$ cat src/rtl/vend_pkg.sv
// Shared types and constants for the vending dispense path: sequencer states,
// fault codes and the event word layout used between the vending FSM and the queue.
package vend_pkg;

    localparam int unsigned COIN_W = 2;
    localparam int unsigned EV_W   = COIN_W + 1;

    typedef enum logic [2:0] {
        SEQ_IDLE     = 3'd0,
        SEQ_LOAD     = 3'd1,
        SEQ_MOTOR    = 3'd2,
        SEQ_COIN_REQ = 3'd3,
        SEQ_COIN_REL = 3'd4,
        SEQ_FAULT    = 3'd5
    } seq_state_e;

    localparam logic [1:0] FC_NONE  = 2'b00;
    localparam logic [1:0] FC_MOTOR = 2'b01;
    localparam logic [1:0] FC_COIN  = 2'b10;

    typedef struct packed {
        logic              vend;
        logic [COIN_W-1:0] change;
    } vend_ev_t;

    // An event that asks for neither a product nor change carries no work.
    function automatic logic ev_is_null(input vend_ev_t ev);
        return !ev.vend && (ev.change == '0);
    endfunction

endpackage

$ cat src/rtl/vend_event_fifo.sv
// Synchronous event queue with wrap-bit pointers; full/empty decode directly
// from the pointer registers so they never depend combinationally on push/pop.
module vend_event_fifo
    import vend_pkg::*;
#(
    parameter int unsigned DEPTH = 4,
    parameter int unsigned WIDTH = EV_W
) (
    input  logic             clk,
    input  logic             reset,
    input  logic             push_i,
    input  logic [WIDTH-1:0] wdata_i,
    input  logic             pop_i,
    output logic [WIDTH-1:0] rdata_o,
    output logic             full_o,
    output logic             empty_o
);

    localparam int unsigned AW      = $clog2(DEPTH);
    localparam logic [AW:0] PTR_ONE = 1;

    logic [AW:0]      wr_ptr_q;
    logic [AW:0]      rd_ptr_q;
    logic [WIDTH-1:0] mem_q [DEPTH];
    logic             do_push;
    logic             do_pop;

    assign full_o  = (wr_ptr_q[AW] != rd_ptr_q[AW]) &&
                     (wr_ptr_q[AW-1:0] == rd_ptr_q[AW-1:0]);
    assign empty_o = (wr_ptr_q == rd_ptr_q);
    assign do_push = push_i && !full_o;
    assign do_pop  = pop_i && !empty_o;
    assign rdata_o = mem_q[rd_ptr_q[AW-1:0]];

    always_ff @(posedge clk) begin
        if (reset) begin
            wr_ptr_q <= '0;
            rd_ptr_q <= '0;
        end else begin
            if (do_push) begin
                wr_ptr_q <= wr_ptr_q + PTR_ONE;
            end
            if (do_pop) begin
                rd_ptr_q <= rd_ptr_q + PTR_ONE;
            end
        end
    end

    always_ff @(posedge clk) begin
        if (do_push) begin
            mem_q[wr_ptr_q[AW-1:0]] <= wdata_i;
        end
    end

endmodule

$ cat src/rtl/vend_dispense_sequencer.sv
// Queues vend/change requests and runs the product motor and shared coin hopper
// one action at a time, latching a fault when an actuator stops responding.
module vend_dispense_sequencer
    import vend_pkg::*;
#(
    parameter int unsigned FIFO_DEPTH    = 4,
    parameter int unsigned MOTOR_TIMEOUT = 255,
    parameter int unsigned COIN_TIMEOUT  = 63
) (
    input  logic              clk,
    input  logic              reset,
    input  logic              ev_valid,
    input  logic              ev_vend,
    input  logic [COIN_W-1:0] ev_change,
    output logic              ev_ready,
    output logic              motor_on,
    input  logic              motor_done,
    output logic              coin_req,
    input  logic              coin_ack,
    output logic              busy,
    output logic              fault,
    output logic [1:0]        fault_code,
    input  logic              fault_clr
);

    localparam logic [7:0]        MOTOR_LIMIT = 8'(MOTOR_TIMEOUT);
    localparam logic [7:0]        COIN_LIMIT  = 8'(COIN_TIMEOUT);
    localparam logic [7:0]        TIMER_ONE   = 8'd1;
    localparam logic [COIN_W-1:0] COIN_ONE    = COIN_W'(1);

    seq_state_e        state_q, state_d;
    logic [7:0]        timer_q, timer_d;
    logic              cur_vend_q, cur_vend_d;
    logic [COIN_W-1:0] cur_coins_q, cur_coins_d;
    logic [1:0]        fault_code_q, fault_code_d;
    logic              motor_on_q;
    logic              coin_req_q;
    logic              fault_q;

    vend_ev_t in_ev;
    vend_ev_t head_ev;
    logic     fifo_push;
    logic     fifo_pop;
    logic     fifo_full;
    logic     fifo_empty;

    assign in_ev     = {ev_vend, ev_change};
    assign fifo_push = ev_valid && !fifo_full && !ev_is_null(in_ev);
    assign fifo_pop  = (state_q == SEQ_LOAD);

    vend_event_fifo #(
        .DEPTH (FIFO_DEPTH),
        .WIDTH (EV_W)
    ) u_fifo (
        .clk     (clk),
        .reset   (reset),
        .push_i  (fifo_push),
        .wdata_i (in_ev),
        .pop_i   (fifo_pop),
        .rdata_o (head_ev),
        .full_o  (fifo_full),
        .empty_o (fifo_empty)
    );

    // Handshake completion is tested before the timer in every waiting state.
    always_comb begin
        state_d      = state_q;
        cur_vend_d   = cur_vend_q;
        cur_coins_d  = cur_coins_q;
        fault_code_d = fault_code_q;
        case (state_q)
            SEQ_IDLE: begin
                if (!fifo_empty) begin
                    state_d = SEQ_LOAD;
                end
            end
            SEQ_LOAD: begin
                cur_vend_d  = head_ev.vend;
                cur_coins_d = head_ev.change;
                state_d     = head_ev.vend ? SEQ_MOTOR : SEQ_COIN_REQ;
            end
            SEQ_MOTOR: begin
                if (motor_done) begin
                    state_d = (cur_coins_q != '0) ? SEQ_COIN_REQ : SEQ_IDLE;
                end else if (timer_q >= MOTOR_LIMIT) begin
                    state_d      = SEQ_FAULT;
                    fault_code_d = FC_MOTOR;
                end
            end
            SEQ_COIN_REQ: begin
                if (coin_ack) begin
                    cur_coins_d = cur_coins_q - COIN_ONE;
                    state_d     = SEQ_COIN_REL;
                end else if (timer_q >= COIN_LIMIT) begin
                    state_d      = SEQ_FAULT;
                    fault_code_d = FC_COIN;
                end
            end
            SEQ_COIN_REL: begin
                if (!coin_ack) begin
                    state_d = (cur_coins_q != '0) ? SEQ_COIN_REQ : SEQ_IDLE;
                end else if (timer_q >= COIN_LIMIT) begin
                    state_d      = SEQ_FAULT;
                    fault_code_d = FC_COIN;
                end
            end
            SEQ_FAULT: begin
                if (fault_clr) begin
                    state_d      = SEQ_IDLE;
                    fault_code_d = FC_NONE;
                end
            end
            default: begin
                state_d = SEQ_IDLE;
            end
        endcase
    end

    always_comb begin
        timer_d = '0;
        if (state_d == state_q &&
            (state_q == SEQ_MOTOR || state_q == SEQ_COIN_REQ || state_q == SEQ_COIN_REL)) begin
            timer_d = timer_q + TIMER_ONE;
        end
    end

    // Actuator and fault outputs are decoded from the next state so they
    // change on the same edge as the state itself.
    always_ff @(posedge clk) begin
        if (reset) begin
            state_q      <= SEQ_IDLE;
            timer_q      <= '0;
            cur_vend_q   <= 1'b0;
            cur_coins_q  <= '0;
            fault_code_q <= FC_NONE;
            motor_on_q   <= 1'b0;
            coin_req_q   <= 1'b0;
            fault_q      <= 1'b0;
        end else begin
            state_q      <= state_d;
            timer_q      <= timer_d;
            cur_vend_q   <= cur_vend_d;
            cur_coins_q  <= cur_coins_d;
            fault_code_q <= fault_code_d;
            motor_on_q   <= (state_d == SEQ_MOTOR);
            coin_req_q   <= (state_d == SEQ_COIN_REQ);
            fault_q      <= (state_d == SEQ_FAULT);
        end
    end

    assign ev_ready   = !fifo_full;
    assign busy       = (state_q != SEQ_IDLE) || !fifo_empty;
    assign motor_on   = motor_on_q;
    assign coin_req   = coin_req_q;
    assign fault      = fault_q;
    assign fault_code = fault_code_q;

endmodule
$ cat config.mk
export PLATFORM = sky130hd
export DESIGN_NAME = vend_dispense_sequencer
export DESIGN_NICKNAME = d
export VERILOG_FILES = /design/src/rtl/vend_pkg.sv /design/src/rtl/vend_event_fifo.sv /design/src/rtl/vend_dispense_sequencer.sv
export SDC_FILE = /design/constraint.sdc
export NUM_CORES = 1
export LEC_CHECK = 0
export ABC_AREA = 0
export BUFFER_PORTS_ARGS = -buffer_cell sky130_fd_sc_hd__buf_2
export CORE_ASPECT_RATIO = 0.9
export CORE_MARGIN = 8
export CORE_UTILIZATION = 45
export DETAILED_ROUTE_END_ITERATION = 7
export PLACE_DENSITY = 0.61
export SYNTH_ARGS = -nofsm -noshare
export SYNTH_HDL_FRONTEND = slang
export SYNTH_SLANG_ARGS = --single-unit
$ cat constraint.sdc
create_clock -name clk -period 4.4 [get_ports clk]
set_input_delay 0.22 -clock clk [delete_from_list [all_inputs] [get_ports clk]]
set_output_delay 0.22 -clock clk [all_outputs]
set_load 0.02 [all_outputs]
==> flow_metrics.tcl <==
set metrics [dict create \
    status "finished, final reports clean" \
    synth_top_family_by_area "simple AND/OR/NAND/NOR gates" \
    cap_viol_max_count 0 \
    ys_seq_elements 38 \
    fp.dieArea_um2 6670 \
    routed_wl_um 3990 \
    nets 224 \
    critPathMaxFanout 15 \
    cts-root-buf "clkbuf_8" \
    insertion_delay_ns 0.29 \
    first_iter_violations 161 \
    p_leak_nw 0.755 \
    gr-total-overflow 0 \
    diodes 0 \
    hold_start "ev_vend" \
    place_hpwl_um 3020 \
    slew_headroom_pct 56.6 \
    cts.sinks 38 \
    end_kind "flip-flop" \
    antenna_found_initial 0 \
    cp_num_buf_inv 0 \
    hold_viol_final 0 \
    place_inst 247 \
    drc 0 \
    ios 16 \
    mostFrequentLayoutCells "26 x dfxtp_1, 21 x nor2_1, 15 x buf_2" \
    grt_pass1_vias 1448 \
    final_cells 255 \
    path_clk_slew_ns 0.08 \
    path_class "reg2reg" \
    htreeDepth 2 \
    synthFlopType "dfxtp_1" \
    period_minus_slack_ns 2.14 \
    synth-xor-area-share_pct 6.32 \
    core_area_um2 4100 \
    skew_ns 0.00607 \
    ys_warn_count 0 \
    grt_usage_pct 12.4 \
    syn_nets 208 \
    fin_crit_sh_pct 48.6 \
    cp_slowest_cell "dfxtp_1" \
    die_w_um 85.2 \
    cts_buffer_depth 2 \
    cts.hold.buffers_added 0 \
    path_cells "nand2b_1, a211oi_1, a22oi_1, a211oi_2, nor4_1" \
    rr_startpoint "state_q[1]" \
    peakVddDrop_mv 0.246 \
    initial_core_util_pct 47.3 \
    vias 1461 \
    synthesis.area_um2 1940 \
    grt_pass1_wl_um 6710 \
    max_stage_delay_ns 0.62 \
    slew_viol_final 0 \
    std_cell_rows 22 \
    synthArstFlopShare_pct 0 \
    synth_fa_ha_area_share_pct 5.80 \
    fin_tns_setup_ns 0 \
    first_pass_iters 4 \
    routedWlPerCell_um 15.6 \
    avgSynthCellArea_um2 10.2 \
    final_util_pct 51.9 \
    synth_edf_count 12 \
    tightest_slew_ns 0.650 \
    hold_path_class "in2reg" \
    num-fill-cells 389 \
    gp_congestion 0.908 \
    yosys.area_share.simple_pct 19.9 \
    p_per_area_nw_per_um2 415 \
    final_common_cell "dfxtp_1" \
    required_ns 4.54 \
    cts_setup_buffers 0 \
    io_buffers 15 \
    arrival_ns 2.28 \
    final_layout_size_suffix_gt1_share_pct 15.0 \
    cts_buffers 5 \
    grt_max_degree 18 \
    setup_viol 0 \
    fp.dieH_um 78.3 \
    area_delta_synth_final_pct 9.67 \
    synthCells 190 \
    rsz0062_at_grt "false" \
    max_freq_ghz 0.467 \
    muxShareOfSynthArea_pct 5.03 \
    critPathLaunchType "flip-flop" \
    critPathLaunch "state_q[1]" \
    synth_cell_types 49 \
    vias_per_cell 5.73 \
    critPathTopFamily "compound AO/OA/AOI/OAI gates" \
    cts_tree "built" \
    drtAntennaViolNets 0 \
    synth-seq-area-share_pct 45.4 \
    synth_compound_area_share_pct 14.4 \
    cts_resized 0 \
]
## stage by stage
step | setup WS, ns | hold WS [ns] | power (mW) | cell area (µm²)
2_1_floorplan | 2.66 | 0.293 | 0.603 | 1940
6_report | 2.26 | 0.167 | 0.884 | 2130
4_1_cts | 2.32 | 0.166 | 0.887 | 2130
5_1_grt | 2.12 | 0.156 | 0.931 | 2130
3_3_place_gp | 2.34 | 0.455 | 0.653 | 2040
3_5_place_dp | 2.33 | 0.460 | 0.660 | 2040
## per-layer routing
layer / track usage [%] / routed length, µm / up-vias
met1: 14.3 / 1730 / 694
met2: 21.6 / 2030 / 37
met5: 0 / 0 / -
met4: 2.66 / 13 / 0
met3: 4.58 / 209 / 2
li1: - / - / 728
## kinds of logic after synthesis
logic type      after synthesis
flops                        38
xor+xnor                     14
fa+ha+maj                     9
compound gates               40
buf+inv                      14
simple gates                 69
mux                           6
## cells in the mapped netlist, types with 2 or more instances
cell	instances	area, µm²
ha_1	9	113
a31oi_1	2	12.5
and2b_1	2	15.0
a22oi_1	2	15.0
nor3_1	3	15.0
nand2b_1	2	12.5
nor2_1	21	78.8
mux4_2	3	67.6
nor2b_1	6	37.5
mux2i_1	3	30.0
nand3_1	6	30.0
clkbuf_1	3	11.3
a211o_1	2	17.5
xor2_1	4	35.0
or4_1	2	15.0
edfxtp_1	12	360
a211oi_1	3	22.5
dfxtp_1	26	521
a21oi_1	9	45.0
o21ai_0	8	40.0
o21ai_1	2	10.0
and3_1	2	12.5
inv_1	8	30.0
nand2_1	6	22.5
nor4_1	8	50.1
and2_1	4	25.0
xnor2_1	10	87.6
## where the power goes
group,switching (mW),total [mW],internal [mW]
combinational,0.136,0.228,0.0918
clock,0.122,0.230,0.108
sequential,0.0366,0.426,0.389
total,0.294,0.884,0.590
## state kept, by name, summed over array words and instances, names as in the netlist, named ones only
register / count
coin_req: 1
cur_coins_q: 2
fault: 1
fault_code: 2
motor_on: 1
state_q: 3
timer_q: 8
u_fifo.mem_q: 12
u_fifo.rd_ptr_q: 3
u_fifo.wr_ptr_q: 3
## cell type report
| type | count | area, µm² | share of cell area, % |
|---|---|---|---|
| clock buffer | 5 | 68.8 | 3.23 |
| clock inverter | 3 | 16.3 | 0.764 |
| inverter | 8 | 30.0 | 1.41 |
| multi-input combinational | 138 | 997 | 46.9 |
| sequential | 38 | 881 | 41.4 |
| tap | 48 | 60.1 | 2.82 |
| timing repair buffer | 15 | 75.1 | 3.53 |
## worst paths after layout
path                                           end  slack [ns]  depth (start not counted)
worst min register to register          timer_q[0]        0.47                          1
worst max-delay path                    timer_q[7]        2.26                          5
worst min-delay path            u_fifo.mem_q[1][2]        0.17                          1
worst max register to register          timer_q[7]        2.26                          5
Note: power is estimated with default switching activity, not from simulation.
